**src/rtl/sm_mult_pkg.sv**
```systemverilog
// sm_mult_pkg: shared state encoding and width helpers for the sign-magnitude multiplier
package sm_mult_pkg;

    typedef enum logic [1:0] {
        IDLE = 2'd0,
        BUSY = 2'd1,
        DONE = 2'd2
    } state_e;

    // Operand width: magnitude bits plus one sign bit
    function automatic int op_w(input int mag_w);
        return mag_w + 1;
    endfunction

    // Product width: double-width magnitude plus one sign bit
    function automatic int prod_w(input int mag_w);
        return 2 * mag_w + 1;
    endfunction

    // Step counter width, wide enough to hold 0..mag_w
    function automatic int cnt_w(input int mag_w);
        return $clog2(mag_w + 1);
    endfunction

endpackage

```
**src/rtl/sm_mult_shift_add.sv**
```systemverilog
// sm_mult_shift_add: shift-and-add magnitude datapath, one multiplier bit per step
module sm_mult_shift_add
    import sm_mult_pkg::*;
#(
    parameter int MAG_W = 2
) (
    input  logic                 clk,
    input  logic                 rst_n,
    input  logic                 load_i,
    input  logic                 step_i,
    input  logic [MAG_W-1:0]     mcand_i,
    input  logic [MAG_W-1:0]     mplier_i,
    output logic [2*MAG_W-1:0]   acc_nxt_o,
    output logic                 last_o
);

    localparam int PW = 2 * MAG_W;
    localparam int CW = cnt_w(MAG_W);

    logic [MAG_W-1:0] mcand_q, mcand_d;
    logic [MAG_W-1:0] mplier_q, mplier_d;
    logic [CW-1:0]    cnt_q, cnt_d;
    logic [PW-1:0]    acc_q, acc_d;
    logic [PW-1:0]    addend;
    logic [PW-1:0]    acc_nxt;

    // Partial product for the current multiplier bit and next-state selection
    always_comb begin
        addend    = mplier_q[0] ? ({{MAG_W{1'b0}}, mcand_q} << cnt_q) : '0;
        acc_nxt   = acc_q + addend;
        mcand_d   = load_i ? mcand_i : mcand_q;
        mplier_d  = load_i ? mplier_i : step_i ? (mplier_q >> 1) : mplier_q;
        cnt_d     = load_i ? '0 : step_i ? cnt_q + CW'(1) : cnt_q;
        acc_d     = load_i ? '0 : step_i ? acc_nxt : acc_q;
        last_o    = (cnt_q == CW'(MAG_W - 1));
        acc_nxt_o = acc_nxt;
    end

    // Datapath registers; an asynchronous reset clears any in-flight work
    always_ff @(posedge clk or negedge rst_n) begin
        if (!rst_n) begin
            mcand_q  <= '0;
            mplier_q <= '0;
            cnt_q    <= '0;
            acc_q    <= '0;
        end else begin
            mcand_q  <= mcand_d;
            mplier_q <= mplier_d;
            cnt_q    <= cnt_d;
            acc_q    <= acc_d;
        end
    end

endmodule

```
**src/rtl/sm_seq_multiplier.sv**
```systemverilog
// sm_seq_multiplier: sequential sign-magnitude multiplier with start/ready/done handshake
module sm_seq_multiplier
    import sm_mult_pkg::*;
#(
    parameter int MAG_W = 2
) (
    input  logic                         clk,
    input  logic                         rst_n,
    input  logic                         start,
    input  logic [op_w(MAG_W)-1:0]       A,
    input  logic [op_w(MAG_W)-1:0]       B,
    output logic                         ready,
    output logic                         done,
    output logic [prod_w(MAG_W)-1:0]     Product,
    output logic                         ZF,
    output logic                         SF
);

    localparam int PW = prod_w(MAG_W);

    state_e               state_q, state_d;
    logic                 sign_q, sign_d;
    logic [PW-1:0]        product_q, product_d;
    logic                 zf_q, zf_d;
    logic                 sf_q, sf_d;
    logic                 done_q, done_d;
    logic                 load, step, last, fin, res_zf;
    logic [2*MAG_W-1:0]   acc_nxt;

    sm_mult_shift_add #(.MAG_W(MAG_W)) u_dp (
        .clk       (clk),
        .rst_n     (rst_n),
        .load_i    (load),
        .step_i    (step),
        .mcand_i   (A[MAG_W-1:0]),
        .mplier_i  (B[MAG_W-1:0]),
        .acc_nxt_o (acc_nxt),
        .last_o    (last)
    );

    // Next state and datapath control
    always_comb begin
        state_d = state_q;
        load    = 1'b0;
        step    = 1'b0;
        case (state_q)
            IDLE: begin
                load    = start;
                state_d = start ? BUSY : IDLE;
            end
            BUSY: begin
                step    = 1'b1;
                state_d = last ? DONE : BUSY;
            end
            DONE:    state_d = IDLE;
            default: state_d = IDLE;
        endcase
    end

    // Result formation; a zero magnitude always carries a positive sign
    always_comb begin
        fin       = step & last;
        res_zf    = ~|acc_nxt;
        sign_d    = load ? (A[MAG_W] ^ B[MAG_W]) : sign_q;
        product_d = fin ? {sign_q & ~res_zf, acc_nxt} : product_q;
        zf_d      = fin ? res_zf : zf_q;
        sf_d      = fin ? (sign_q & ~res_zf) : sf_q;
        done_d    = fin;
    end

    // State and output registers; outputs hold until the next completion
    always_ff @(posedge clk or negedge rst_n) begin
        if (!rst_n) begin
            state_q   <= IDLE;
            sign_q    <= 1'b0;
            product_q <= '0;
            zf_q      <= 1'b1;
            sf_q      <= 1'b0;
            done_q    <= 1'b0;
        end else begin
            state_q   <= state_d;
            sign_q    <= sign_d;
            product_q <= product_d;
            zf_q      <= zf_d;
            sf_q      <= sf_d;
            done_q    <= done_d;
        end
    end

    assign ready   = (state_q == IDLE);
    assign done    = done_q;
    assign Product = product_q;
    assign ZF      = zf_q;
    assign SF      = sf_q;

endmodule
```
**config.mk**
```make
export PLATFORM = sky130hd
export DESIGN_NAME = sm_seq_multiplier
export DESIGN_NICKNAME = d
export VERILOG_FILES = /design/src/rtl/sm_mult_pkg.sv /design/src/rtl/sm_mult_shift_add.sv /design/src/rtl/sm_seq_multiplier.sv
export SDC_FILE = /design/constraint.sdc
export NUM_CORES = 1
export LEC_CHECK = 0
export ABC_AREA = 1
export CAP_MARGIN = 20
export CORE_MARGIN = 2
export CORE_UTILIZATION = 25
export DETAILED_ROUTE_END_ITERATION = 10
export DONT_BUFFER_PORTS = 1
export SLEW_MARGIN = 0
export SYNTH_ARGS = -nofsm -noshare
export SYNTH_HDL_FRONTEND = slang
export SYNTH_SLANG_ARGS = --single-unit
```
**constraint.sdc**
```tcl
create_clock -name clk -period 3.45 [get_ports clk]
set_input_delay 0.1725 -clock clk [delete_from_list [all_inputs] [get_ports clk]]
set_output_delay 0.1725 -clock clk [all_outputs]
set_load 0.005 [all_outputs]
```
==> out/results.ini <==
[sta]
fmax_ghz=0.4747
fin_crit_sh_pct=61.06
tightest_slew_ps=917.6
drv_slew=0
setup_viol=0
relSlewSlack_pct=38.62
finalHoldViolations=0
fin_skew_ps=2.343
rsz0062_at_grt=false
whs_ps=25.35
post-route-min-period_ps=2106
setup_tns_ps=0

[synth]
ys_seq_area_share_pct=48.90
synth_area_per_cell_um2=8.695
yosysTopAreaCell=dfrtp_1
syn-cell-area_um2=1026
synth_fp_nets=132
yosysUniqueCellTypes=24
syn_inst=118
synth_top_area_share_pct=46.34
ys_warn_count=0
synth_seq_cells=20
synth.area.top_cells=dfrtp_1, nand2_1, ha_1

[critical_path]
cp_max_fo=4
worstPathCellList=inv_2 > nand2_1 > nor2_1 > ha_1 > fa_1 > xor2_1 > nor3_1 > nand3_1 > nand2_1 > nand2_1
cp_top_family=adder cells
crit_arrival_ps=2260
cp.buffers_inverters=1
worstPathRequired_ps=3600
cp_slowest_cell=fa_1
crit_start=u_dp.cnt_q[0]$_DFFE_PN0P_
cp-end-kind=register
startpoint_type=register
worst-setup-path-type=reg -> reg
worstReg2RegStart=u_dp.cnt_q[0]$_DFFE_PN0P_
crit_path_max_incr_delay_ps=440
crit_top_cell=nand2_1

[global_route]
gr-total-overflow=0
grt_pass1_wl_um=3505
antenna_found_initial=0
grt_start_max_net_pins=21
grt_util_all_layers_pct=9.990
grt_pass1_vias=843

[hold_path]
hold_path_class=in -> reg
holdCritStartpoint=A[1]

[power]
power.total_w=0.0009770
internal_power_w=0.0005709
power_frac_clock_pct=18.1
power_frac_comb_pct=39.9
sw_frac_of_total_pct=41.57
p_switching_w=0.0004061
p_seq_share_pct=42.0
p_per_area_nw_per_um2=858.1
ir_drop_mv=0.4053
leakage_nw=0.5861

[clock_network]
cts_buffer_depth=2
numCtsBuffers=3
postCtsResizedCells=0
cts-root-buf=clkbuf_8
cts.sink_count=20
clk_pin_slew_worst_paths_ps=70
tritoncts=done
htree_levels=1
insertion_delay_ps=250

[floorplan]
fp-row-count=23
die_w_um=68.06
core-area_um2=3971
die_h_um=68.06
start_util_pct=25.83
die_area_um2=4632
io_pins=18

[routing]
dr.pass1.iters=3
vias_per_cell=4.439
post-route-drc-count=0
detail_route.wl_per_cell_um=11.61
vias=759
finalWirelength_um=1986
detail-route-antenna-nets=0
drtIter0Drc=24

[place]
place_congestion=0.9626
place_hpwl_um=1554
place_area_um2=1074
io_buffers=0

[finish]
syn_to_final_growth_pct=10.98
antennaDiodeCount=0
nets=136
finalInstanceArea_um2=1139
drive_above_1_share_pct=16.53
fin_util_pct=28.67

[run_status]
status=finished clean

[flow_run]
max_cap_violations=0

-- cell type report --
cell class | count | area, µm²
fillers | 436 | 2833
flip-flops and latches | 20 | 501.7
multi-input cells | 80 | 449.2
well taps | 50 | 62.56
inverters | 16 | 60.06
clock buffers | 4 | 55.05
repair buffers | 1 | 10.01
-- logic make-up after synthesis --
family	Yosys count	synth area share (%)
AO/OA/AOI/OAI	16	9.025
XOR/XNOR	2	1.708
adder cells (fa/ha/maj)	5	6.830
buffers and inverters	18	7.317
flip-flops	20	48.90
AND/OR/NAND/NOR	57	26.22
-- power groups by stage --
stage / sequential (W) / combinational (W) / clock, W
5_1_grt: 0.000426 / 0.000455 / 0.000189
6_report: 0.000411 / 0.000390 / 0.000177
3_5_place_dp: 0.000417 / 0.000385 / 0
3_3_place_gp: 0.000412 / 0.000373 / 0
4_1_cts: 0.000412 / 0.000394 / 0.000182
2_1_floorplan: 0.000396 / 0.000324 / 0
-- timing repair --
item	in CTS	in global routing
hold endpoints to repair	20	0
hold buffers	1	0
setup buffers	0	0
setup endpoints to repair	0	0
-- cells in the mapped netlist --
master / count
a21oi_1: 2
nand2_2: 6
dfrtp_1: 19
nand3_2: 2
o21ai_0: 6
o211ai_1: 1
inv_1: 13
o22ai_1: 2
nand2_4: 2
nand2_1: 36
o21ai_2: 1
nand3_1: 7
dfstp_2: 1
ha_1: 4
o21ai_1: 3
xor2_1: 1
nor2_2: 1
fa_1: 1
nor3_1: 1
inv_2: 3
buf_4: 2
a22o_1: 1
nor2_1: 2
xnor2_1: 1
-- final timing paths --
| path | slack, ps | cells past startpoint | end |
|---|---|---|---|
| setup / recovery | 1340 | 10 | Product[4]$_DFFE_PN0P_ |
| hold / removal | 30 | 2 | u_dp.mcand_q[1]$_DFFE_PN0P_ |
| setup reg to reg | 1340 | 10 | Product[4]$_DFFE_PN0P_ |
| hold reg to reg | 480 | 2 | ZF$_DFFE_PN1P_ |
| max in group asynchronous | 2390 | 1 | done$_DFF_PN0_ |
| min in group asynchronous | 500 | 1 | u_dp.acc_q[3]$_DFFE_PN0P_ |
-- worst reg2reg max path, stage by stage (launching register included) --
cell and delay, ps:
dfrtp_1 410, inv_2 80, nand2_1 90, nor2_1 60
ha_1 240, fa_1 440, xor2_1 200, nor3_1 250
nand3_1 120, nand2_1 70, nand2_1 50
-- flip-flops by register name, summed over array words and instances (netlist names), 2 cells and up --
name	cells
Product	5
state_q	2
u_dp.acc_q	4
u_dp.cnt_q	2
u_dp.mcand_q	2
u_dp.mplier_q	2
-- layout by cell type, fill, tap and decap left out, types with 2 or more instances in the layout --
cell	netlist	routed
nand2_2	6	6
a21oi_1	2	2
nand3_1	7	7
o22ai_1	2	2
clkbuf_8	0	4
nor2_1	2	2
ha_1	4	4
dfrtp_1	19	19
o21ai_1	3	3
inv_1	13	13
nand3_2	2	2
nand2_4	2	2
o21ai_0	6	6
inv_2	3	3
nand2_1	36	36
-- metal layers --
metal	routed length [µm]	vias up	track usage, %	part of all wire [%]
li1	-	380	-	-
met1	924	354	12.15	47
met2	898	19	16.87	45
met3	120	6	3.289	6.0
met4	42	0	2.750	2.1
met5	0	-	0	0
-- metrics by stage --
stage | instances | worst slack (ps)
global placement | 166 | 1449
finish | 171 | 1344
floorplan | 118 | 1514
detailed placement | 166 | 1363
global route | 171 | 1221
CTS | 171 | 1344
(Power assumes the default switching activity.)
